## src/rtl/add_serial_pkg.sv

```systemverilog
// add_serial_pkg: shared types and sizing helpers for the slice-serial adder.
package add_serial_pkg;

    typedef enum logic [1:0] {IDLE, CALC, DONE} state_t;

    localparam int DEF_WIDTH   = 8;
    localparam int DEF_SLICE_W = 4;
    localparam int NUM_SLICES  = DEF_WIDTH / DEF_SLICE_W;

    function automatic int cnt_w(input int n);
        return (n > 1) ? $clog2(n) : 1;
    endfunction

endpackage

```

## src/rtl/add_slice.sv

```systemverilog
// add_slice: combinational SLICE_W-bit adder with carry in and carry out.
module add_slice #(
    parameter int SLICE_W = 4
) (
    input  logic [SLICE_W-1:0] a,
    input  logic [SLICE_W-1:0] b,
    input  logic               cin,
    output logic [SLICE_W-1:0] sum,
    output logic               cout
);

    assign {cout, sum} = {1'b0, a} + {1'b0, b} + {{SLICE_W{1'b0}}, cin};

endmodule

```

## src/rtl/add_8bit_serial.sv

```systemverilog
// add_8bit_serial: unsigned M_i + N_i computed one slice per clock through a
// single slice adder and a registered carry, with valid/ready on both sides.
module add_8bit_serial
    import add_serial_pkg::*;
#(
    parameter int WIDTH   = 8,
    parameter int SLICE_W = 4
) (
    input  logic             clk_i,
    input  logic             rst_ni,
    input  logic             valid_i,
    output logic             ready_o,
    input  logic [WIDTH-1:0] M_i,
    input  logic [WIDTH-1:0] N_i,
    output logic             valid_o,
    input  logic             ready_i,
    output logic [WIDTH:0]   result_o
);

    localparam int NS = WIDTH / SLICE_W;
    localparam int CW = cnt_w(NS);

    state_t                        state_q;
    logic [CW-1:0]                 idx_q;
    logic                          carry_q;
    logic                          cout_q;
    logic                          ready_q;
    logic                          valid_q;
    logic [NS-1:0][SLICE_W-1:0]    m_q;
    logic [NS-1:0][SLICE_W-1:0]    n_q;
    logic [NS-1:0][SLICE_W-1:0]    sum_q;
    logic [SLICE_W-1:0]            slice_sum;
    logic                          slice_cout;
    logic                          last;

    add_slice #(.SLICE_W(SLICE_W)) u_slice (
        .a    (m_q[idx_q]),
        .b    (n_q[idx_q]),
        .cin  (carry_q),
        .sum  (slice_sum),
        .cout (slice_cout)
    );

    assign last     = idx_q == CW'(NS - 1);
    assign ready_o  = ready_q;
    assign valid_o  = valid_q;
    assign result_o = {cout_q, sum_q};

    always_ff @(posedge clk_i or negedge rst_ni) begin
        if (!rst_ni) begin
            state_q <= IDLE;
            idx_q   <= '0;
            carry_q <= 1'b0;
            cout_q  <= 1'b0;
            ready_q <= 1'b1;
            valid_q <= 1'b0;
            m_q     <= '0;
            n_q     <= '0;
            sum_q   <= '0;
        end else begin
            case (state_q)
                IDLE: if (valid_i) begin
                    m_q     <= M_i;
                    n_q     <= N_i;
                    carry_q <= 1'b0;
                    idx_q   <= '0;
                    ready_q <= 1'b0;
                    state_q <= CALC;
                end
                CALC: begin
                    sum_q[idx_q] <= slice_sum;
                    carry_q      <= slice_cout;
                    idx_q        <= idx_q + 1'b1;
                    if (last) begin
                        cout_q  <= slice_cout;
                        valid_q <= 1'b1;
                        state_q <= DONE;
                    end
                end
                DONE: if (ready_i) begin
                    valid_q <= 1'b0;
                    ready_q <= 1'b1;
                    state_q <= IDLE;
                end
                default: state_q <= IDLE;
            endcase
        end
    end

endmodule
```

## config.mk

```make
export PLATFORM = sky130hd
export DESIGN_NAME = add_8bit_serial
export DESIGN_NICKNAME = d
export VERILOG_FILES = /design/src/rtl/add_serial_pkg.sv /design/src/rtl/add_slice.sv /design/src/rtl/add_8bit_serial.sv
export SDC_FILE = /design/constraint.sdc
export NUM_CORES = 1
export LEC_CHECK = 0
export BUFFER_PORTS_ARGS = -buffer_cell sky130_fd_sc_hd__buf_2
export CORE_AREA = 2 2 55 57
export DETAILED_ROUTE_END_ITERATION = 7
export DIE_AREA = 0 0 57 59
export HOLD_SLACK_MARGIN = 0.1
export PLACE_DENSITY = 0.79
export SETUP_SLACK_MARGIN = 0.3
export SLEW_MARGIN = 20
export SYNTH_ARGS = -nofsm -noshare
export SYNTH_HDL_FRONTEND = slang
export SYNTH_HIERARCHICAL = 1
export SYNTH_SLANG_ARGS = --single-unit
export TNS_END_PERCENT = 20
```

## constraint.sdc

```tcl
create_clock -name clk_i -period 3.46 [get_ports clk_i]
set_input_delay 0.173 -clock clk_i [delete_from_list [all_inputs] [get_ports clk_i]]
set_output_delay 0.173 -clock clk_i [all_outputs]
set_load 0.03 [all_outputs]
```

After elaboration in Yosys (flattened, before gate mapping)
Cells that the tools add are included.
{ "totals": {"ff_bits": 31, "input_bits": 20, "output_inout_bits": 11} }
{ "classes": {"n_addsub": 3, "order_cmp": 2, "eq_ne": 5, "muxes": 19, "n_reduce_logical": 11} }
{ "op_table": {"columns": ["op", "count"], "rows": [
  ["$mux 4", 5],
  ["$reduce_and 3->1", 3],
  ["$bwmux 8", 1],
  ["$pmux 1 s2", 4],
  ["$mux 2", 3],
  ["$ne 2x2->1 const B", 3],
  ["$pmux 2 s3", 1],
  ["$reduce_and 2->1", 3],
  ["$reduce_bool 2->1", 3],
  ["$add 4x4->5", 1],
  ["$add 5x1->5", 1],
  ["$demux 4 s1", 1],
  ["$mux 1", 4],
  ["$eq 2x1->1 const B", 1],
  ["$eq 2x2->1 const B", 1],
  ["$logic_not 2->1", 1],
  ["$lt 1x2->1 const B", 1],
  ["$add 1x1->1 const B", 1],
  ["$ge 1x1->1 const B", 1],
  ["$logic_and 1x1->1", 1]
]} }

Logic depth before layout (Yosys ltp)
{ "depth": {"ltp_word": 5, "depth_mapped": 9, "mapped_depth_nobuf": 8} }

By module
The synthesis kept the hierarchy.
{ "by_module_without_submodules": {"columns": ["module", "instances", "cells_per_inst", "area_per_inst_um2", "seq_area_each_um2"], "rows": [
  ["add_8bit_serial", 1, 87, 1340.0, 777.0],
  ["add_slice", 1, 16, 143.9, 0.0]
]} }

Worst setup path before layout
No wires, ideal clock.
{ "synth_path": {"path_type": "reg2reg", "from": "reg idx_q", "to": "reg cout_q", "arrival_ns": 2.156, "slack_ns": 1.179, "stages_incl_launch_ff": 10, "n_path_buf": 1, "synth_period_minus_slack_ns": 2.281, "cell_sequence": "dfrtp_1 buf_2 mux2_2 fa_1 inv_1 fa_1 nor2b_1 o21ai_0 nand2b_1 mux2_2"} }
{ "synth_via": {"elab_chain_cells": 4, "elab_cells_between_ends": 7} }
{ "synth_lines": {"columns": ["item", "line", "source"], "rows": [
  ["from (decl)", "add_8bit_serial.sv:24", "logic [CW-1:0] idx_q;"],
  ["from (signal assigned)", "add_8bit_serial.sv:73", "idx_q <= idx_q + 1'b1;"],
  ["$mux 4 (on tied branches) (2 in a row)", "add_8bit_serial.sv:37, add_8bit_serial.sv:38", null],
  ["$add 4x4->5 (*)", "add_slice.sv:12", "assign {cout, sum} = {1'b0, a} + {1'b0, b} + {{SLICE_W{1'b0}}, cin};"],
  ["$add 5x1->5 (*)", "add_slice.sv:12", null],
  ["named net slice_cout", "add_8bit_serial.sv:33", "logic slice_cout;"],
  ["to (signal assigned)", "add_8bit_serial.sv:75", "cout_q <= slice_cout;"],
  ["to (decl)", "add_8bit_serial.sv:26", "logic cout_q;"]
]} }
The timed path passes the listed nets; every way through them passes the cells marked *. The select of a mux whose other input is x is not followed.
A chain may end at the register's enable or synchronous reset.

Worst setup path in the final report
Ends and elaborated chain as after synthesis.

==> results.cfg <==
[setup_path]
rrSetupSlack_ps = 990
end_kind = flip-flop
worstPathBufferInverterCount = 1
critPathTopFamily = multiplexers
cp_slowest_stage_delay_ps = 660
crit_type = reg -> reg
critPathRequiredTime_ps = 3680
worstPathCellList = mux2_2, fa_1, inv_1, fa_1, nor2b_1, o21ai_0, nand2b_1, mux2_2
regToRegStartpoint = idx_q
r2r_cells = 8
r2r_end = cout_q
cpMaxStageDelayCell = dfrtp_1
startpoint = idx_q
crit_cells = 8
cp.arrival_ps = 2680
crit_path_start_kind = flip-flop
crit_fanout = 13

[synth]
synthesis.nets = 128
yosysWarnings = 6
synth.cell_area_um2 = 1480
ys_seq_area_frac = 0.524
postSynthCellCount = 103
ys_types = 24
syn_area_per_cell_um2 = 14.4
yosys_register_bits = 31

[sta]
slew_viol_final = 0
fin_crit_sh = 0.712
fmax_ghz = 0.406
tns_ps = 0
skew_ps = 3.63
setup_viol_count_final = 0
timing.slew.headroom = 0.553
final_hold_viol_count = 0
period_needed_ps = 2470
worstMarginPinSlew_ps = 670
grt_setup_unrepaired = false

[route]
drtIter0Drc = 24
wire_per_inst_um = 14.5
vias_per_cell = 5.28
detail-route-antenna-nets = 0
vias = 987
post-route-drc-count = 0
dr.pass1.iters = 5
wl_um = 2720

[worst_hold_path]
hp-start = valid_i
whs_endpoint = state_q[0]
hold_depth = 3
holdCritPathClass = in -> reg

[place]
dpl.cell_count = 161
io_buffers = 30
gp_congestion = 0.726
dpl.hpwl_um = 1960

[clock_network]
clkTransAtPathRegs_ps = 90
cts_root_buf = clkbuf_4
cts_resized = 0
clock_path_buffers = 2
h-tree-depth = 2
cts.sink_count = 31
clk_latency_ps = 330
numCtsBuffers = 5
cts_tree = built

[global_routing]
grt_first_pass_wirelength_um = 4720
grt_pass1_vias = 1073
grt_max_degree = 32
overflow = 0
track_usage = 0.190
antenna_found_initial = 0

[floorplanning]
core.rowCount = 19
core_area_um2 = 2710
ios = 31
floorplan.die.width_um = 57
die-area_um2 = 3360
fp.dieH_um = 59
initial_utilization = 0.548

[power_and_ir_drop]
p_per_area_nw_per_um2 = 1050
peakVddDrop_mv = 0.676
leakage_nw = 0.898

[outcome]
outcome = complete, no violations

[cells_and_area]
fin_cells = 187
drive_above_1_share = 0.481
area_growth_pct = 27.3
nNetsFinal = 180
antennaDiodeCount = 0

[run]
cap_violations = 0
-- logic make-up (layout without fill, tap and decap cells) --
group | after synthesis | after routing | synth area share
compound gates | 12 | 12 | 0.0506
simple gates | 11 | 11 | 0.0548
flops | 31 | 31 | 0.524
mux | 33 | 33 | 0.276
xor+xnor | 2 | 2 | 0.0118
buf+inv | 9 | 62 | 0.0312
fa+ha+maj | 5 | 5 | 0.0523
-- cells in the mapped netlist --
master / number / share of area
dfrtp_1: 30 / 0.51
mux2_2: 23 / 0.17
mux2_4: 10 / 0.10
inv_1: 6 / 0.015
a21oi_1: 5 / 0.017
ha_1: 3 / 0.025
a21o_1: 2 / 0.010
fa_1: 2 / 0.027
nand2_1: 2 / 0.0051
nand2b_1: 2 / 0.0084
nor2_1: 2 / 0.0051
nor2b_1: 2 / 0.0084
o21ai_0: 2 / 0.0067
xnor2_1: 2 / 0.012
a21oi_2: 1 / 0.0059
a22o_1: 1 / 0.0059
buf_2: 1 / 0.0034
buf_4: 1 / 0.0051
buf_6: 1 / 0.0076
dfstp_2: 1 / 0.018
nand2b_4: 1 / 0.0093
nor2_4: 1 / 0.0076
nor3_4: 1 / 0.011
o31ai_1: 1 / 0.0051
-- worst max-delay path by stage --
stage	to	slack [ps]
6_report	cout_q	990
5_1_grt	cout_q	890
4_1_cts	cout_q	990
3_5_place_dp	cout_q	990
3_3_place_gp	cout_q	1090
2_1_floorplan	cout_q	1180
-- timing repair --
item,in CTS,in global routing
buffers inserted,0,0
hold buffers,18,0
endpoints found under the hold margin,47,0
-- registers in the layout (all words and copies together), names as in the netlist --
signal and flops:
m_q 8, state_q 2, ready_o 1, cout_q 1, valid_o 1, result_o 8, carry_q 1, n_q 8
idx_q 1
-- where the power goes --
part	total [mW]	internal (mW)	switching, mW
sequential	0.686	0.549	0.136
clock	0.217	0.0984	0.118
combinational	1.09	0.567	0.520
-- worst reg2reg max path, delay by kind of cell, from the launching register on --
| family | cells | cell delay, ps |
|---|---|---|
| muxes | 2 | 680 |
| and+or+nand+nor | 2 | 140 |
| DFF | 1 | 660 |
| AOI/OAI and AO/OA | 1 | 130 |
| adders and majority gates | 2 | 660 |
| buffers and inverters | 1 | 90 |
-- routing by layer --
layer / vias to the layer above / track usage / share of wire
li1: 463 / - / -
met1: 490 / 0.207 / 0.40
met2: 25 / 0.342 / 0.54
met3: 9 / 0.0480 / 0.035
met4: 0 / 0.0963 / 0.023
met5: - / 0 / 0
-- metrics by stage --
stage / power [mW] / worst slack (ps) / instance area [um2] / hold WS (ps) / utilization
after floorplan: 1.53 / 1180 / 1480 / -123 / -
after global placement: 1.72 / 1090 / 1650 / 226 / 0.608
after detailed placement: 1.78 / 987 / 1650 / 249 / 0.608
after CTS: 2.02 / 990 / 1890 / 156 / 0.697
after global routing: 2.16 / 887 / 1890 / 169 / 0.697
final: 1.99 / 995 / 1890 / 164 / 0.697
-- layout make-up --
cell class                      instances  area (um2)
Fill cell                             203         821
Multi-Input combinational cell         63         661
Sequential cell                        31         777
Clock inverter                          1        5.00
Clock buffer                            7        55.1
Inverter                                6        22.5
Timing Repair Buffer                   48         330
Tap cell                               31        38.8
-- layout by cell type, fill, tap and decap left out, types with 2 or more instances in the layout --
cell,instances
dlygate4sd3_1,18
mux2_4,10
inv_1,6
o21ai_0,2
a21o_1,2
clkbuf_4,5
nand2_1,2
nor2b_1,2
nand2b_1,2
nor2_1,2
ha_1,3
buf_2,30
xnor2_1,2
fa_1,2
mux2_2,23
dfrtp_1,30
a21oi_1,5
(Power assumes the default switching activity.)
